$ cat src/rtl/gemm_result_collector.sv
`default_nettype none
// ============================================================================
// Module   : gemm_result_collector
// Summary  : Gathers INPUT_SIZE systolic-array result rows into one matrix.
//            Two ping-pong banks let the consumer stall; rows that arrive
//            with both banks full are dropped and flagged in a sticky bit.
//            Optional flush input when GEMM_COLLECTOR_FLUSH_EN is defined.
// Revision : 1.0 - initial release
// ============================================================================
module gemm_result_collector #(
  parameter int SA_SIZE                = 4,
  parameter int INPUT_SIZE             = 2,
  parameter int WEIGHT_ACTIVATION_SIZE = 8
) (
  input  logic                                                 clk,
  input  logic                                                 reset,
  input  logic                                                 in_valid,
  input  logic [SA_SIZE*WEIGHT_ACTIVATION_SIZE-1:0]            in_data,
  output logic                                                 m_valid,
  input  logic                                                 m_ready,
  output logic [INPUT_SIZE*SA_SIZE*WEIGHT_ACTIVATION_SIZE-1:0] m_data,
  output logic                                                 overflow,
  input  logic                                                 overflow_clear
`ifdef GEMM_COLLECTOR_FLUSH_EN
  ,
  input  logic                                                 flush
`endif
);

  localparam int C_ROW_W = SA_SIZE * WEIGHT_ACTIVATION_SIZE;
  localparam int C_MAT_W = INPUT_SIZE * C_ROW_W;
  localparam int C_CNT_W = (INPUT_SIZE > 1) ? $clog2(INPUT_SIZE) : 1;
  localparam logic [C_CNT_W-1:0] C_LAST_ROW = C_CNT_W'(INPUT_SIZE - 1);

  logic [C_MAT_W-1:0] bank_q [2];
  logic [C_MAT_W-1:0] bank_d [2];
  logic [1:0]         full_q, full_d;
  logic               wr_bank_q, wr_bank_d;
  logic               rd_bank_q, rd_bank_d;
  logic [C_CNT_W-1:0] row_cnt_q, row_cnt_d;
  logic               overflow_q, overflow_d;

  logic               wr_en;
  logic               wr_last;
`ifdef GEMM_COLLECTOR_FLUSH_EN
  int                 fill_start;
`endif

  always_comb begin
    bank_d     = bank_q;
    full_d     = full_q;
    wr_bank_d  = wr_bank_q;
    rd_bank_d  = rd_bank_q;
    row_cnt_d  = row_cnt_q;
    overflow_d = overflow_q;

    // Both paths look at the pre-edge full flags, so a bank released this
    // cycle cannot accept a row until the next one.
    wr_en   = in_valid && !full_q[wr_bank_q];
    wr_last = (row_cnt_q == C_LAST_ROW);

    if (full_q[rd_bank_q] && m_ready) begin
      full_d[rd_bank_q] = 1'b0;
      rd_bank_d         = ~rd_bank_q;
    end

    if (overflow_clear) begin
      overflow_d = 1'b0;
    end
    if (in_valid && full_q[wr_bank_q]) begin
      overflow_d = 1'b1;
    end

    if (wr_en) begin
      bank_d[wr_bank_q][int'(row_cnt_q)*C_ROW_W +: C_ROW_W] = in_data;
      if (wr_last) begin
        row_cnt_d         = '0;
        full_d[wr_bank_q] = 1'b1;
        wr_bank_d         = ~wr_bank_q;
      end else begin
        row_cnt_d = row_cnt_q + 1'b1;
      end
    end

`ifdef GEMM_COLLECTOR_FLUSH_EN
    // A row arriving with the flush lands first; the rest is zero-filled.
    fill_start = int'(row_cnt_q) + (wr_en ? 1 : 0);
    if (flush && (row_cnt_q != '0) && !full_q[wr_bank_q] && !(wr_en && wr_last)) begin
      for (int r = 0; r < INPUT_SIZE; r++) begin
        if (r >= fill_start) begin
          bank_d[wr_bank_q][r*C_ROW_W +: C_ROW_W] = '0;
        end
      end
      full_d[wr_bank_q] = 1'b1;
      wr_bank_d         = ~wr_bank_q;
      row_cnt_d         = '0;
    end
`endif
  end

  always_ff @(posedge clk) begin
    if (reset) begin
      bank_q[0]  <= '0;
      bank_q[1]  <= '0;
      full_q     <= '0;
      wr_bank_q  <= 1'b0;
      rd_bank_q  <= 1'b0;
      row_cnt_q  <= '0;
      overflow_q <= 1'b0;
    end else begin
      bank_q[0]  <= bank_d[0];
      bank_q[1]  <= bank_d[1];
      full_q     <= full_d;
      wr_bank_q  <= wr_bank_d;
      rd_bank_q  <= rd_bank_d;
      row_cnt_q  <= row_cnt_d;
      overflow_q <= overflow_d;
    end
  end

  assign m_valid  = full_q[rd_bank_q];
  assign m_data   = bank_q[rd_bank_q];
  assign overflow = overflow_q;

endmodule
`default_nettype wire
$ cat config.mk
export PLATFORM = sky130hd
export DESIGN_NAME = gemm_result_collector
export DESIGN_NICKNAME = d
export VERILOG_FILES = /design/src/rtl/gemm_result_collector.sv
export SDC_FILE = /design/constraint.sdc
export NUM_CORES = 1
export LEC_CHECK = 0
export BUFFER_PORTS_ARGS = -buffer_cell sky130_fd_sc_hd__buf_2
export CAP_MARGIN = 30
export CORE_ASPECT_RATIO = 0.6
export CORE_UTILIZATION = 59
export CTS_CLUSTER_SIZE = 16
export DETAILED_ROUTE_END_ITERATION = 16
export GPL_ROUTABILITY_DRIVEN = 0
export PLACE_DENSITY = 0.88
export SKIP_CTS_REPAIR_TIMING = 1
export SYNTH_ARGS = -nofsm -noshare
export SYNTH_HDL_FRONTEND = slang
export SYNTH_SLANG_ARGS = --single-unit
$ cat constraint.sdc
create_clock -name clk -period 3.6 [get_ports clk]
set_input_delay 0.54 -clock clk [delete_from_list [all_inputs] [get_ports clk]]
set_output_delay 0.54 -clock clk [all_outputs]
set_load 0.01 [all_outputs]
==> results of run 1 <==
==> per-stage QoR <==
step	setup WS [ps]	utilization, %	instances
6_report	926	74.2	877
5_1_grt	857	74.2	877
4_1_cts	920	74.2	877
3_5_place_dp	1360	68.3	845
3_3_place_gp	1380	67.7	843
2_1_floorplan	1800	-	667
==> cell type report <==
class / count / share of cell area (%)
Clock inverter: 4 / 0.306
Sequential cell: 134 / 41.0
Multi-Input combinational cell: 474 / 39.2
Timing Repair Buffer: 108 / 9.33
Inverter: 3 / 0.172
Clock buffer: 28 / 7.59
Tap cell: 126 / 2.41
==> critical path: stages, from the launching register on <==
cell     delay, ps
dfxtp_2        820
buf_12         330
mux2_2         400
buf_2          150
==> layout by cell type (no fill, tap or decap) <==
| cell | instances |
|---|---|
| nor2_1 | 2 |
| a31o_2 | 1 |
| nand4bb_2 | 2 |
| and4b_2 | 1 |
| dfxtp_2 | 1 |
| buf_16 | 2 |
| buf_12 | 1 |
| clkbuf_8 | 3 |
| nand2_1 | 250 |
| nand2b_1 | 1 |
| a21oi_1 | 133 |
| clkbuf_16 | 17 |
| inv_1 | 3 |
| nand2_2 | 8 |
| mux2i_1 | 1 |
| a311oi_1 | 1 |
| nor4b_4 | 1 |
| clkbuf_1 | 8 |
| nor2b_1 | 1 |
| mux2_2 | 65 |
| buf_2 | 101 |
| clkinv_2 | 4 |
| dfxtp_1 | 133 |
| o22ai_1 | 1 |
| o21ai_0 | 2 |
| nand4b_1 | 1 |
| buf_4 | 4 |
| and4bb_2 | 2 |
| or4b_1 | 1 |
==> report_power, final <==
part / total [W] / switching, W / internal, W
registers: 0.00158 / 0.0000423 / 0.00154
logic: 0.000355 / 0.000212 / 0.000143
clock network: 0.00152 / 0.000588 / 0.000929
==> worst max-delay path by stage <==
stage	slack, ps	end	cells past startpoint
floorplan	1800	m_data[31]	4
global placement	1380	bank_q[72]	4
detailed placement	1360	bank_q[38]	5
CTS	920	m_data[0]	3
global route	860	m_data[0]	3
finish	930	m_data[0]	3
==> cells by family after synthesis <==
logic type / Yosys count / synth area share [%]
flip-flops: 134 / 48.3
AND/OR/NAND/NOR: 270 / 20.0
multiplexers: 66 / 13.4
buffers and inverters: 59 / 5.77
AO/OA/AOI/OAI: 138 / 12.6
==> sequential cells by signal, indices dropped and copies added, names as in the netlist <==
signal	flops
rd_bank_q	1
row_cnt_q	1
overflow	1
full_q	2
wr_bank_q	1
bank_q	128
==> metal layers <==
layer / vias to the layer above / global-route usage (%) / routed length, um
met2: 209 / 50.7 / 6790
li1: 2339 / - / -
met5: - / 0 / 0
met3: 20 / 5.51 / 1030
met4: 0 / 12.4 / 183
met1: 2311 / 38.6 / 6280
==> impl_metrics.yaml, run 1 <==
status:
  outcome: "finished clean"
power:
  pwr_density_cell_mw_per_mm2: 529
  vdd_drop_max_v: 0.000376
  p_total_w: 0.00346
  leakage_nw: 2.62
clock_network:
  cts_max_path_buffers: 2
  clk_pin_slew_worst_paths_ps: 50
  insertion_delay_ps: 410
  cts_buffers: 17
  cts.sinks: 134
  cts_root_buffer: "clkbuf_16"
  cts_tree: "done"
  htreeDepth: 4
cells_and_area:
  multi_input_area_sq_mm: 0.00256
  area_delta_synth_final_pct: 17.8
  nNetsFinal: 775
  layout-drive-gt1-share_pct: 28.4
  antenna-diode-count: 0
  seq_area_sq_mm: 0.00268
  nFillCells: 649
  fin_area_sq_mm: 0.00654
detailed_routing:
  dr.first_iter.drc_count: 406
  routedWlPerCell_um: 16.3
  antenna_left: 0
  route.detailed.drc: 0
  drt_wl_total_um: 14300
  num_vias: 4879
  vias_per_cell: 5.56
  firstDrtPassIters: 7
hold_path:
  hold_path.class: "input pin to flop"
  min_to: "rd_bank_q"
  worstHoldPathCells: 2
  hold_start: "m_ready"
worst_setup_path:
  critPathKind: "flop to output pin"
  arrival_ps: 2130
  rr_startpoint: "row_cnt_q"
  r2r_setup_slack_ps: 1450
  crit_path_end_kind: "output pin"
  crit_start: "rd_bank_q"
  crit_required_ps: 3060
  worstReg2RegEnd: "bank_q[39]"
  cp_max_fo: 41
  start_kind: "flop"
  rr_worst_depth: 4
synthesis:
  syn_area_per_cell_sq_um: 8.33
  synth_top_area_share_pct: 48.3
  mappedNetlistNets: 704
  ys_dominant_reg_cell: "dfxtp_1"
  yosysTopAreaCell: "dfxtp_1"
  synth_cells: 667
  ys_warn_count: 0
  ys_top_cells_by_count: "nand2_1 (250), dfxtp_1 (134), a21oi_1 (133)"
  synth_area_leaders: "dfxtp_1 (48%), nand2_1 (17%), mux2_2 (13%)"
  yosysUniqueCellTypes: 26
  async_reset_ff_share_pct: 0
  synth.cell_area_sq_mm: 0.00555
  seq_area_frac_synth_pct: 48.3
  yosys_register_bits: 134
  synth_edf_count: 0
  yosysMostFrequentCell: "nand2_1"
timing:
  setup_tns_ps: 0
  finalSetupViolCount: 0
  rsz0062_at_grt: "no"
  maxSlewViolCount: 0
  timing.slew.headroom_pct: 34.6
  fin_skew_ps: 5.26
  max_freq_mhz: 374
  hold_violations: 0
  finalCriticalPeriod_ps: 2670
  tightest_slew_ps: 981
  timing.hold.ws_ps: 374
  period_share_pct: 74.3
floorplan:
  die_h_um: 77.2
  num_rows: 26
  start_util_pct: 63.0
  floorplan.io_pins: 103
  coreArea_sq_mm: 0.00882
  die_area_sq_mm: 0.00982
  die_w_um: 127
grt:
  grt-ovfl-total: 0
  antenna_found_initial: 0
  grt_pass1_wl_um: 23000
  grt_max_degree: 96
  grt_pass1_vias: 4696
  gr-usage-all-layers_pct: 30.3
job:
  cap_violations: 0
placement:
  dpl_cell_area_sq_mm: 0.00602
  dp_hpwl_um: 8920
  port_buffers: 102
Power figures use the tool's default switching activity.
==> run 2: changes to the inputs <==
--- a/config.mk
+++ b/config.mk
@@ -8,11 +8,11 @@
 export BUFFER_PORTS_ARGS = -buffer_cell sky130_fd_sc_hd__buf_2
 export CAP_MARGIN = 30
 export CORE_ASPECT_RATIO = 0.6
-export CORE_UTILIZATION = 59
+export CORE_UTILIZATION = 50
 export CTS_CLUSTER_SIZE = 16
 export DETAILED_ROUTE_END_ITERATION = 16
 export GPL_ROUTABILITY_DRIVEN = 0
-export PLACE_DENSITY = 0.88
+export PLACE_DENSITY = 0.8
 export SKIP_CTS_REPAIR_TIMING = 1
 export SYNTH_ARGS = -nofsm -noshare
 export SYNTH_HDL_FRONTEND = slang
==> constraint.sdc (replaced) <==
create_clock -name clk -period 2.2 [get_ports clk]
set_input_delay 0.33 -clock clk [delete_from_list [all_inputs] [get_ports clk]]
set_output_delay 0.33 -clock clk [all_outputs]
set_load 0.01 [all_outputs]
==> run 2 against run 1 <==
Against the previous run: hold slack got worse by 200 ps; cell area increased by 1.8%; utilization shrank 12 points; global-route usage shrank 4.4 points; critical path depth did not move; sequential share of layout area fell by 0.69 points; sequential power rose by 64%; non-clock buffer count up 9; via count decreased by 0.78%; clock skew increased by 2.7 ps; cell count up 2.2%; critical endpoint is now m_data[31]; clock power up 74%; largest cell class unchanged; highest routed layer unchanged; largest power group is now clock.
==> impl_metrics.yaml, run 2 (synthesized netlist as in run 1, its figures left out) <==
job:
  cap_violations: 0
power:
  leakage_nw: 2.67
  vdd_drop_max_v: 0.000593
  pwr_density_cell_mw_per_mm2: 872
cells_and_area:
  antenna-diode-count: 0
  layout_commonest_cell: "nand2_1"
  nNetsFinal: 784
  nFillCells: 908
  mostFrequentLayoutCells: "nand2_1 (250), a21oi_1 (133), dfxtp_1 (133), buf_2 (101), mux2_2 (65)"
  largest_register_ff_count: 128
  reg.largest.list: "bank_q: 128 flops, full_q: 2 flops"
  layout-drive-gt1-share_pct: 29.7
  area_delta_synth_final_pct: 19.9
  final_cells: 896
  top_register: "bank_q"
worst_setup_path:
  rr_startpoint: "row_cnt_q"
  crit_required_ps: 1870
  crit_end: "m_data[31]"
  rr_worst_depth: 4
  cp_max_fo: 24
  start_kind: "flop"
  crit_start: "rd_bank_q"
  worstReg2RegEnd: "bank_q[116]"
  crit_path_end_kind: "output pin"
  r2r_setup_slack_ps: 370
  critPathKind: "flop to output pin"
  arrival_ps: 1760
floorplan:
  floorplan.io_pins: 103
  coreArea_sq_mm: 0.0107
  die_h_um: 83.6
  die_w_um: 138
  num_rows: 29
  die_area_sq_mm: 0.0115
  start_util_pct: 52.1
timing:
  period_share_pct: 94.9
  tightest_slew_ps: 559
  timing.slew.headroom_pct: 62.7
  maxSlewViolCount: 0
  hold_violations: 0
  fin_skew_ps: 7.97
  setup_tns_ps: 0
  rsz0062_at_grt: "no"
  finalSetupViolCount: 0
  max_freq_mhz: 479
  finalCriticalPeriod_ps: 2090
clock_network:
  cts_tree: "done"
  cts_root_buffer: "clkbuf_16"
  clk_pin_slew_worst_paths_ps: 50
  insertion_delay_ps: 410
  cts_max_path_buffers: 2
  cts.sinks: 134
  cts_buffers: 17
  htreeDepth: 4
detailed_routing:
  drt_wl_total_um: 14200
  routedWlPerCell_um: 15.8
  firstDrtPassIters: 4
  dr.first_iter.drc_count: 390
  num_vias: 4841
  vias_per_cell: 5.40
  route.detailed.drc: 0
  antenna_left: 0
grt:
  grt_pass1_vias: 4743
  grt_pass1_wl_um: 23400
  gr-usage-all-layers_pct: 25.8
  antenna_found_initial: 0
  grt-ovfl-total: 0
  grt_max_degree: 66
hold_path:
  hold_path.class: "input pin to flop"
  hold_start: "m_ready"
placement:
  dp_hpwl_um: 9200
  port_buffers: 102
  dpl.cell_count: 867
status:
  outcome: "finished clean"
[run 2: cell type report]
type	instances	area, sq um	share of cell area [%]
clock inverter	4	45.0	0.676
inverter	3	11.3	0.169
sequential	134	2690	40.3
timing repair buffer	117	676	10.1
multi-input combinational	474	2560	38.5
tap	139	174	2.61
clock buffer	25	505	7.59
[run 2: critical path, cell delays in order (launching register included)]
cell     delay, ps
dfxtp_4        580
buf_12         240
mux2_2         380
buf_2          150
[run 2: how the worst min path moves through the flow]
stage                 end  slack (ps)  depth (start not counted)
2_1_floorplan   bank_q[0]         430                          2
5_1_grt         rd_bank_q         160                          2
3_5_place_dp   bank_q[42]         440                          2
6_report        rd_bank_q         180                          2
3_3_place_gp   bank_q[56]         440                          2
4_1_cts         rd_bank_q         160                          2
[run 2: layer usage]
layer | up-vias | wire (um) | track usage, %
li1 | 2365 | - | -
met1 | 2285 | 6130 | 34.2
met2 | 178 | 6550 | 40.5
met3 | 13 | 1360 | 7.46
met4 | 0 | 112 | 8.29
met5 | - | 0 | 0
[run 2: where the power goes]
| part | leakage (nW) | total, W | internal [W] | switching (W) |
|---|---|---|---|---|
| logic | 1.31 | 0.000583 | 0.000238 | 0.000345 |
| registers | 1.09 | 0.00259 | 0.00252 | 0.0000646 |
| clock network | 0.275 | 0.00264 | 0.00168 | 0.000958 |
| total | 2.67 | 0.00581 | 0.00444 | 0.00137 |
[run 2: per-stage QoR]
| stage | hold WS [ps] | power [W] | setup slack, ps | util, % | cell area (sq um) |
|---|---|---|---|---|---|
| floorplan | 433 | 0.00301 | 609 | - | 5550 |
| global placement | 437 | 0.00319 | 457 | 57.3 | 6110 |
| detailed placement | 443 | 0.00321 | 402 | 57.3 | 6110 |
| CTS | 158 | 0.00584 | 112 | 62.4 | 6660 |
| global route | 158 | 0.00605 | 45.7 | 62.4 | 6660 |
| finish | 175 | 0.00581 | 113 | 62.4 | 6660 |
==> run 3: changes to the inputs <==
--- a/config.mk
+++ b/config.mk
@@ -9,9 +9,10 @@
 export CAP_MARGIN = 30
 export CORE_ASPECT_RATIO = 0.6
 export CORE_UTILIZATION = 50
-export CTS_CLUSTER_SIZE = 16
+export CTS_CLUSTER_SIZE = 24
 export DETAILED_ROUTE_END_ITERATION = 16
 export GPL_ROUTABILITY_DRIVEN = 0
+export GPL_TIMING_DRIVEN = 0
 export PLACE_DENSITY = 0.8
 export SKIP_CTS_REPAIR_TIMING = 1
 export SYNTH_ARGS = -nofsm -noshare
==> run 3 against run 2 <==
Against the previous run: sequential power barely moved; clock skew is 3.1 ps lower; count of clock-buffer cells in the layout down 5; die area is the same; cell area rose by 2.8%; critical path depth increased by 1; via count is 7.0% higher; total power rose by 5.0%; global-route usage rose by 2.4 points; first-iteration DRC count increased by 15%; sequential cell count unchanged.
==> impl_metrics.yaml, run 3 (synthesized netlist as in run 1, its figures left out) <==
clock_network:
  cts_root_buffer: "clkbuf_16"
  htreeDepth: 4
  insertion_delay_ps: 420
  cts_buffers: 17
  cts_max_path_buffers: 2
  cts_tree: "done"
  clk_pin_slew_worst_paths_ps: 50
  cts.sinks: 134
placement:
  port_buffers: 101
  dp_hpwl_um: 10900
  dpl_cell_area_sq_mm: 0.00623
  dpl.cell_count: 907
  pre_cts_slack_ps: 208
worst_setup_path:
  start_kind: "flop"
  arrival_ps: 1750
  cp_num_buf_inv: 3
  cp_cell_sequence: "buf_6, clkbuf_4, mux2_2, buf_2"
  cp_max_fo: 10
  critPathKind: "flop to output pin"
  crit_slowest_cell: "dfxtp_2"
  crit_path_end_kind: "output pin"
  slowest_delay_ps: 390
  cp_top_family: "buffers and inverters"
  crit_required_ps: 1870
detailed_routing:
  dr.max_layer_used: "met4"
  num_vias: 5181
  route.detailed.drc: 0
  firstDrtPassIters: 5
  met3_length_um: 1500
  antenna_left: 0
  routedWlPerCell_um: 16.7
  vias_per_cell: 5.52
  dr.first_iter.drc_count: 450
  wl_met2_um: 6990
  drt_wl_total_um: 15700
  drt-met1-wl_um: 6900
grt:
  grt_pass1_wl_um: 25300
  grt_max_degree: 17
  gr-usage-all-layers_pct: 28.2
  antenna_found_initial: 0
  grt_pass1_vias: 4973
  grt-ovfl-total: 0
cells_and_area:
  area_delta_synth_final_pct: 23.2
  fin_area_sq_mm: 0.00685
  nNetsFinal: 823
  mostFrequentLayoutCells: "nand2_1 (250), a21oi_1 (133), dfxtp_1 (133), buf_2 (125), mux2_2 (65)"
  largest_register_ff_count: 128
  reg.largest.list: "bank_q: 128 flops, full_q: 2 flops"
  layout_commonest_cell: "nand2_1"
  top_register: "bank_q"
  nFillCells: 872
  final_cells: 938
  layout-drive-gt1-share_pct: 30.9
  antenna-diode-count: 0
timing:
  hold_violations: 0
  fin_skew_ps: 4.90
  timing.hold.ws_ps: 166
  max_freq_mhz: 480
  tightest_slew_ps: 617
  setup_slack_ps: 118
  period_share_pct: 94.6
  finalCriticalPeriod_ps: 2080
  rsz0062_at_grt: "no"
  finalSetupViolCount: 0
  setup_tns_ps: 0
  timing.slew.headroom_pct: 58.9
  maxSlewViolCount: 0
status:
  outcome: "finished clean"
power:
  pwr_density_cell_mw_per_mm2: 891
  leakage_nw: 2.80
  vdd_drop_max_v: 0.000654
floorplan:
  die_w_um: 138
  die_h_um: 83.6
  num_rows: 29
  floorplan.io_pins: 103
  coreArea_sq_mm: 0.0107
  start_util_pct: 52.1
  die_area_sq_mm: 0.0115
job:
  cap_violations: 0
hold_path:
  hold_path.class: "input pin to flop"
-- run 3: path summary, 6_finish.rpt --
| kind | slack [ps] | from | depth (start not counted) | to |
|---|---|---|---|---|
| min | 170 | m_ready | 2 | rd_bank_q |
| max reg2reg | 580 | row_cnt_q | 6 | bank_q[19] |
| max | 120 | rd_bank_q | 4 | m_data[31] |
| min reg2reg | 450 | bank_q[113] | 2 | bank_q[113] |
-- run 3: through the flow --
| stage | util [%] | power [W] |
|---|---|---|
| 3_5_place_dp | 58.4 | 0.00325 |
| 2_1_floorplan | - | 0.00301 |
| 3_3_place_gp | 58.4 | 0.00323 |
| 4_1_cts | 64.1 | 0.00611 |
| 6_report | 64.2 | 0.00610 |
| 5_1_grt | 64.2 | 0.00630 |
-- run 3: routing by layer --
layer / up-vias / track usage, %
li1: 2441 / -
met1: 2433 / 37.7
met2: 275 / 43.5
met3: 32 / 7.34
met4: 0 / 10.9
met5: - / 0
-- run 3: cell type report --
class	instances	area, sq um	share of cell area (%)
plain buffers	55	319	4.66
clock buffers	20	447	6.53
clock inverters	12	154	2.25
inverters	3	11.3	0.165
multi-input cells	474	2550	37.3
flip-flops and latches	134	2680	39.2
well taps	139	174	2.54
repair buffers	101	505	7.38
-- run 3: report_power, final --
group          internal, W  switching [W]
combinational     0.000260       0.000386
sequential         0.00252      0.0000497
clock              0.00181        0.00107
